File: src/rtl/mem_if_pkg.sv
// rtl/mem_if_pkg.sv - shared widths, latency default and port FSM states for the shared-RAM client
package mem_if_pkg;

   localparam int DATA_W       = 8;
   localparam int ADDR_W       = 8;
   localparam int READ_LAT_DEF = 2;

   typedef enum logic [1:0] {
      ST_IDLE  = 2'd0,
      ST_REQ   = 2'd1,
      ST_ISSUE = 2'd2,
      ST_DRAIN = 2'd3
   } state_e;

endpackage

File: src/rtl/mem_tag_pipe.sv
// rtl/mem_tag_pipe.sv - fixed-depth {valid, last} shift register tracking reads in flight
module mem_tag_pipe #(
   parameter int DEPTH = 2
) (
   input  logic clk,
   input  logic rst_n,
   input  logic push_valid_i,
   input  logic push_last_i,
   output logic out_valid_o,
   output logic out_last_o,
   output logic empty_o
);

   logic [DEPTH-1:0] valid_q;
   logic [DEPTH-1:0] last_q;

   always_ff @(posedge clk or negedge rst_n) begin
      if (!rst_n) begin
         valid_q <= '0;
         last_q  <= '0;
      end else begin
         valid_q[0] <= push_valid_i;
         last_q[0]  <= push_valid_i & push_last_i;
         for (int i = 1; i < DEPTH; i++) begin
            valid_q[i] <= valid_q[i-1];
            last_q[i]  <= last_q[i-1];
         end
      end
   end

   assign out_valid_o = valid_q[DEPTH-1];
   assign out_last_o  = last_q[DEPTH-1];
   assign empty_o     = ~|valid_q;

endmodule

File: src/rtl/mem_client_port.sv
// rtl/mem_client_port.sv - per-core load/store initiator toward the shared-RAM arbiter
module mem_client_port
   import mem_if_pkg::*;
#(
   parameter int READ_LAT  = READ_LAT_DEF,
   parameter int MAX_BURST = 8,
   parameter int LEN_W     = 4
) (
   input  logic              clk,
   input  logic              rst_n,
   input  logic              cmd_valid,
   output logic              cmd_ready,
   input  logic              cmd_we,
   input  logic [ADDR_W-1:0] cmd_addr,
   input  logic [DATA_W-1:0] cmd_wdata,
   input  logic [LEN_W-1:0]  cmd_len,
   output logic              resp_valid,
   output logic [DATA_W-1:0] resp_rdata,
   output logic              resp_last,
   output logic              rden,
   output logic              wren,
   output logic [ADDR_W-1:0] addr_o,
   output logic [DATA_W-1:0] din_o,
   input  logic              acq,
   input  logic [DATA_W-1:0] dq_i
);

   state_e            state_q;
   logic [ADDR_W-1:0] addr_q;
   logic [DATA_W-1:0] din_q;
   logic [DATA_W-1:0] rdata_q;
   logic [LEN_W-1:0]  beats_q;
   logic [LEN_W-1:0]  len_clamped;
   logic              rden_q;
   logic              wren_q;
   logic              cmd_ready_q;
   logic              resp_valid_q;
   logic              resp_last_q;
   logic              issue;
   logic              tag_valid;
   logic              tag_last;
   logic              tag_empty;

   always_comb begin
      len_clamped = cmd_len;
      if (cmd_len == '0) begin
         len_clamped = LEN_W'(1);
      end else if (cmd_len > LEN_W'(MAX_BURST)) begin
         len_clamped = LEN_W'(MAX_BURST);
      end
   end

   assign issue = rden_q && acq && (state_q == ST_REQ || state_q == ST_ISSUE);

   mem_tag_pipe #(
      .DEPTH (READ_LAT)
   ) u_tag_pipe (
      .clk          (clk),
      .rst_n        (rst_n),
      .push_valid_i (issue),
      .push_last_i  (beats_q == LEN_W'(1)),
      .out_valid_o  (tag_valid),
      .out_last_o   (tag_last),
      .empty_o      (tag_empty)
   );

   always_ff @(posedge clk or negedge rst_n) begin
      if (!rst_n) begin
         state_q      <= ST_IDLE;
         addr_q       <= '0;
         din_q        <= '0;
         rdata_q      <= '0;
         beats_q      <= '0;
         rden_q       <= 1'b0;
         wren_q       <= 1'b0;
         cmd_ready_q  <= 1'b0;
         resp_valid_q <= 1'b0;
         resp_last_q  <= 1'b0;
      end else begin
         resp_valid_q <= tag_valid;
         resp_last_q  <= tag_last;
         if (tag_valid) begin
            rdata_q <= dq_i;
         end
         case (state_q)
            ST_IDLE: begin
               cmd_ready_q <= 1'b1;
               if (cmd_valid && cmd_ready_q) begin
                  addr_q      <= cmd_addr;
                  din_q       <= cmd_we ? cmd_wdata : '0;
                  beats_q     <= cmd_we ? LEN_W'(1) : len_clamped;
                  rden_q      <= !cmd_we;
                  wren_q      <= cmd_we;
                  cmd_ready_q <= 1'b0;
                  state_q     <= ST_REQ;
               end
            end
            ST_REQ, ST_ISSUE: begin
               if (acq && wren_q) begin
                  // Completion passes through DRAIN so the response cycle never overlaps an accept.
                  wren_q       <= 1'b0;
                  resp_valid_q <= 1'b1;
                  resp_last_q  <= 1'b1;
                  state_q      <= ST_DRAIN;
               end else if (issue) begin
                  addr_q  <= addr_q + ADDR_W'(1);
                  beats_q <= beats_q - LEN_W'(1);
                  if (beats_q == LEN_W'(1)) begin
                     rden_q  <= 1'b0;
                     state_q <= ST_DRAIN;
                  end else begin
                     state_q <= ST_ISSUE;
                  end
               end
            end
            ST_DRAIN: begin
               if (tag_empty) begin
                  cmd_ready_q <= 1'b1;
                  state_q     <= ST_IDLE;
               end
            end
            default: state_q <= ST_IDLE;
         endcase
      end
   end

   assign cmd_ready  = cmd_ready_q;
   assign rden       = rden_q;
   assign wren       = wren_q;
   assign addr_o     = addr_q;
   assign din_o      = din_q;
   assign resp_valid = resp_valid_q;
   assign resp_rdata = rdata_q;
   assign resp_last  = resp_last_q;

endmodule
File: config.mk
export PLATFORM = sky130hd
export DESIGN_NAME = mem_client_port
export DESIGN_NICKNAME = d
export VERILOG_FILES = /design/src/rtl/mem_if_pkg.sv /design/src/rtl/mem_tag_pipe.sv /design/src/rtl/mem_client_port.sv
export SDC_FILE = /design/constraint.sdc
export NUM_CORES = 1
export LEC_CHECK = 0
export CAP_MARGIN = 10
export CORE_MARGIN = 2
export CORE_UTILIZATION = 49
export DETAILED_ROUTE_END_ITERATION = 12
export PLACE_DENSITY = 0.84
export SYNTH_ARGS = -nofsm -noshare
export SYNTH_HDL_FRONTEND = slang
export SYNTH_SLANG_ARGS = --single-unit
File: constraint.sdc
create_clock -name clk -period 5.5 [get_ports clk]
set_clock_uncertainty 0.2 [all_clocks]
set_input_delay 0.825 -clock clk [delete_from_list [all_inputs] [get_ports clk]]
set_output_delay 0.825 -clock clk [all_outputs]
set_load 0.005 [all_outputs]
After elaboration in Yosys (flattened, before gate mapping). Index checks and enable logic that the tools add are counted.

Muxes and demuxes: 33. Order comparisons: 1. Bitwise gates (word level): 1. Reductions and logical operators: 18. Eq/ne operators: 11. Add/sub/neg operators: 2.

Operators by type and width (count): $mux 8 (4); $mux 4 (6); $pmux 8 s2 (1); $mux 1 (13); $add 8x1->8 const B (1); $mux 2 (4); $ne 2x2->1 const B (4); $pmux 4 s2 (1); $pmux 1 s2 (3); $pmux 2 s3 (1); $reduce_and 3->1 (2); $reduce_and 5->1 (1); $eq 2x2->1 const B (2); $eq 4x1->1 const B (1); $gt 4x4->1 const B (1); $logic_and 1x1->1 (4); $logic_not 4->1 (1); $ne 2x1->1 const B (2); $reduce_and 2->1 (2); $reduce_and 4->1 (1); $reduce_bool 2->1 (2); $reduce_or 2->1 (2); $sub 4x1->4 const B (1); $ne 3x2->1 const B (1); other kinds (5) (5).

Flip-flop bits (word level): 39. Output and inout port bits: 29. Logic and storage cells: 78.

Longest topological paths before layout.
Depth after elaboration: 6. Gate-level depth with buffers: 8.

Cells and area by module. Synthesis repeated with hierarchy kept, for this count alone.

Cell total of the unflattened synthesis: 184. Area total of the unflattened synthesis: 1874.3 um^2.

By module, submodules not included: mem_client_port (sequential area each 875.8 um^2, cells an instance 178, area each 1764.2 um^2, instances 1); mem_tag_pipe (sequential area each 100.1 um^2, cells an instance 6, area each 110.1 um^2, instances 1).

Least setup slack after synthesis. OpenSTA, ideal clock, no wires.

Path kind: reg2reg. From: register state_q[0]. To: register addr_q[4] (netlist: addr_o[4]). Cell stages (with the launch flop): 9. Clock period less this slack: 1.869 ns. Slack: 3.631 ns. Data required time: 5.178 ns. Arrival time: 1.547 ns. Library setup time: 0.122 ns. Cell sequence: dfrtp_1 > inv_1 > ha_1 > buf_6 > nand2b_1 > a21oi_2 > buf_6 > mux2i_1 > nand2_1.

Word-level cells in the longest chain between the ends: 5. Elaborated cells on any way between the ends: 12. Classes of those cells: eq/ne (5); mux (1); reduce/logical (6).

RTL lines: start: declaration (line mem_client_port.sv:28) `state_e state_q;`; start signal: assignment (line mem_client_port.sv:69) `state_q <= ST_IDLE;`; start signal: assignment (line mem_client_port.sv:95) `state_q <= ST_REQ;`; start signal: assignment (line mem_client_port.sv:104) `state_q <= ST_DRAIN;`; $eq 2x1->1 / $eq 2x2->1 (equally long branches) (line mem_client_port.sv:53, mem_client_port.sv:85); $logic_or 1x1->1 (line mem_client_port.sv:53) `assign issue = rden_q && acq && (state_q == ST_REQ || state_q == ST_ISSUE);`; $logic_and 1x1->1 (line mem_client_port.sv:53); $ne 2x1->1 (no source line); $reduce_and 4->1 (no source line); end signal: assignment (line mem_client_port.sv:89) `addr_q <= cmd_addr;`; end signal: assignment (line mem_client_port.sv:106) `addr_q <= addr_q + ADDR_W'(1);`; end: declaration (line mem_client_port.sv:29) `logic [ADDR_W-1:0] addr_q;`.

Several ways; a longest one is shown, not always the timed one. A chain may end at the register's enable or synchronous reset.

Worst setup path after layout.
From: register state_q[0]. To: register addr_q[7] (netlist: addr_o[7]).

Same word-level chain as after synthesis.

==> results by group <==
Outcome
  • Status: finished, final reports clean

Clock network
  • Clock sinks: 39
  • Worst-Skew Late Latency: 0.29 ns
  • Hold Buf Count CTS: 0
  • Total CTS buffers: 5
  • Clk slew on worst S/H paths: 0.07 ns
  • Post-CTS Setup Repair Bufs: 0
  • H-tree depth: 2
  • Post-CTS resize count: 0
  • Root Buffer: clkbuf_8
  • CTS tree: built
  • Longest Clk Path Bufs: 2

Route
  • 1st-pass router iterations: 4
  • Drt drc: 0
  • Final wirelength: around 4000 um
  • Vias post-DR: about 1600
  • DR vias/cell: roughly 5.3
  • Final ANT Viol Nets: 0
  • Initial DRC count: 66
  • DR WL/cell: 13.3 um

Die
  • Core Footprint: about 3700 um^2
  • I/O pins: 62
  • FP Rows: 22
  • Initial core utilization: 51.8%
  • Die ar.: 4450 um^2
  • Die X: 66.7 um
  • Chip Height: about 67 um

Global route
  • First-pass GRT wire length: between 6000 and 7000 um
  • Met1 Usage GRT: 25.3%
  • Initial antenna violation count: 0
  • GR Overflow Total: 0
  • Largest net degree at the start of global routing: 40
  • Met3 Track Usage GR: 5.91%
  • GRT busiest layer: met2
  • Total GRT Usage: between 20% and 30%
  • Met2 usage: between 30 and 40%
  • Vias in the first global route: 1461

Placement
  • Detailed Place HPWL: 2880 um
  • Port bufs: 61
  • GP Congestion: 0.771

Synth
  • Mapped Cells: 196
  • Top post-synthesis cells by area: dfrtp_1 (51%), nand2_1 (5.5%), mux2_2 (5.3%)
  • Leading area contributor after synthesis: dfrtp_1
  • Ys Warns: 0
  • Mapped Avg Cell Area: 9.82 um^2
  • Netlist cell types: 40
  • Synthesized Nets: 234
  • Ys flop type: dfrtp_1
  • EDFF count, synth: 0
  • #FFs+latches synth: 39
  • Async set-reset flop share out of synthesis: 100%
  • Netlist Area Pre-Place: between 1500 and 2000 um^2
  • Sequential cell area fraction in the yosys report: 50.7%
  • Share of the synthesized area in the top cell type: 50.7%

Pwr
  • PwrDens: 525 nW/um^2
  • P_leak: 0.00115 uW
  • Peak supply drop: 320 uV

Setup path
  • Critical Path AT: roughly 3.1 ns
  • Setup crit end kind: register
  • Flop2flop setup slack: 2.43 ns
  • Worst setup SP type: register
  • Req. time, crit path: 5.48 ns
  • Reg-to-reg critical path endpoint: addr_o[7]$_DFFE_PN0P_
  • Worst R2R Start: state_q[0]$_DFFE_PN0P_
  • R2R depth: 6
  • Crit-path max FO: 37
  • Worst setup path class: reg -> reg

Timing
  • Final setup fails: 0
  • Final Cycle Share: 55.8%
  • Final Max Tran Viols: 0
  • Hold Slack: between 0.1 and 0.15 ns
  • Worst-margin pin slew: around 1.1 ns
  • Tmin final: about 3.1 ns
  • RSZ-0062 raised after global routing: no
  • Fmax: 0.326 GHz
  • Max-slew headroom: about 28%
  • Hold Violations, Final: 0
  • Final setup TNS: 0 ns

Cells and area
  • Final net count: just under 300
  • Layout cells sized above 1: around 8.2%
  • Number of fill cells: between 300 and 400
  • Area delta synth->final: 36.9%
  • Most common cell after layout, fill and taps aside: clkdlybuf4s50_1
  • Area of the multi-input gates: 861 um^2
  • Register Area: a little under 1000 um^2
  • Most frequent cells in the layout: clkdlybuf4s50_1 (60), dfrtp_1 (39), nand2_1 (28)
  • Ant. Diodes: 0

Job
  • Max Cap Violations: 0

Hold path
  • Hold crit path type: reg -> reg
  • Hold endpoint: u_tag_pipe.last_q[1]$_DFF_PN0_
  • Hold depth: 0
  • Hold Startpoint: u_tag_pipe.last_q[0]$_DFF_PN0_
## registers in the layout, indices dropped and copies added, names as in the netlist
signal and count:
resp_valid 1, state_q 2, wren 1, rden 1
resp_last 1, beats_q 4, din_o 8, addr_o 8
cmd_ready 1, resp_rdata 8, u_tag_pipe.last_q 2, u_tag_pipe.valid_q 2
## worst max path at each step
stage,startpoint,end,slack (ns)
after floorplan,state_q[0]$_DFFE_PN0P_,addr_o[4]$_DFFE_PN0P_,3.63
after global placement,state_q[0]$_DFFE_PN0P_,addr_o[7]$_DFFE_PN0P_,2.53
after detailed placement,state_q[0]$_DFFE_PN0P_,addr_o[7]$_DFFE_PN0P_,2.42
after CTS,state_q[0]$_DFFE_PN0P_,addr_o[7]$_DFFE_PN0P_,2.41
after global routing,state_q[0]$_DFFE_PN0P_,addr_o[7]$_DFFE_PN0P_,2.11
final,state_q[0]$_DFFE_PN0P_,addr_o[7]$_DFFE_PN0P_,2.43
## cell families after synthesis
kind of cell               after synthesis  synth area share [%]
AOI/OAI and AO/OA                       49                  15.5
and+or+nand+nor                         72                  18.6
muxes                                   13                  7.34
adders and majority gates                5                  3.25
DFF                                     39                  50.7
buffers and inverters                   18                  4.61
## critical path, cell delays in order, from the launching register on
cell and delay (ns):
dfrtp_1 0.38, inv_1 0.06, ha_1 1.00, nand4b_2 0.24, a21oi_2 0.73, nand4_1 0.16, o2111a_1 0.19
## where the power goes
| part | internal, uW | leakage [uW] | switching (uW) |
|---|---|---|---|
| clock network | 114 | 0.0000515 | 95.8 |
| registers | 401 | 0.000478 | 104 |
| logic | 370 | 0.000626 | 298 |
| total | 886 | 0.00115 | 498 |
## layout make-up
| cell class | instances | share of cell area, % |
|---|---|---|
| clock buffers | 8 | 3.80 |
| inverters | 9 | 1.28 |
| multi-input cells | 139 | 32.7 |
| flip-flops and latches | 39 | 37.0 |
| well taps | 48 | 2.28 |
| repair buffers | 61 | 23.0 |
## stage by stage
| stage | cells | total power (uW) | instance area [um^2] | utilization, % | setup slack [ns] |
|---|---|---|---|---|---|
| floorplan | 196 | 917 | 1930 | - | 3.63 |
| detailed placement | 296 | 1180 | 2540 | 68.2 | 2.42 |
| global route | 304 | 1500 | 2640 | 70.9 | 2.11 |
| finish | 304 | 1380 | 2640 | 70.9 | 2.43 |
| CTS | 304 | 1400 | 2640 | 70.9 | 2.41 |
| global placement | 296 | 1150 | 2540 | 68.2 | 2.53 |
## metal layers
| metal | up-vias | share of wire, % |
|---|---|---|
| met4 | 0 | 1.3 |
| met1 | 756 | 43 |
| met2 | 49 | 50 |
| met3 | 5 | 5.3 |
| li1 | 807 | - |
| met5 | - | 0 |
## cell usage after synthesis, types with 4 or more instances
cell and instances:
dfrtp_1 39, clkbuf_1 4, ha_1 5, mux2_2 9, nor2_1 11, o21ai_0 20
inv_1 9, nand2_1 28, nand3_1 9, nand2b_1 6, a21oi_1 15, mux2i_1 4
nor3_1 4
(Power assumes the default switching activity.)
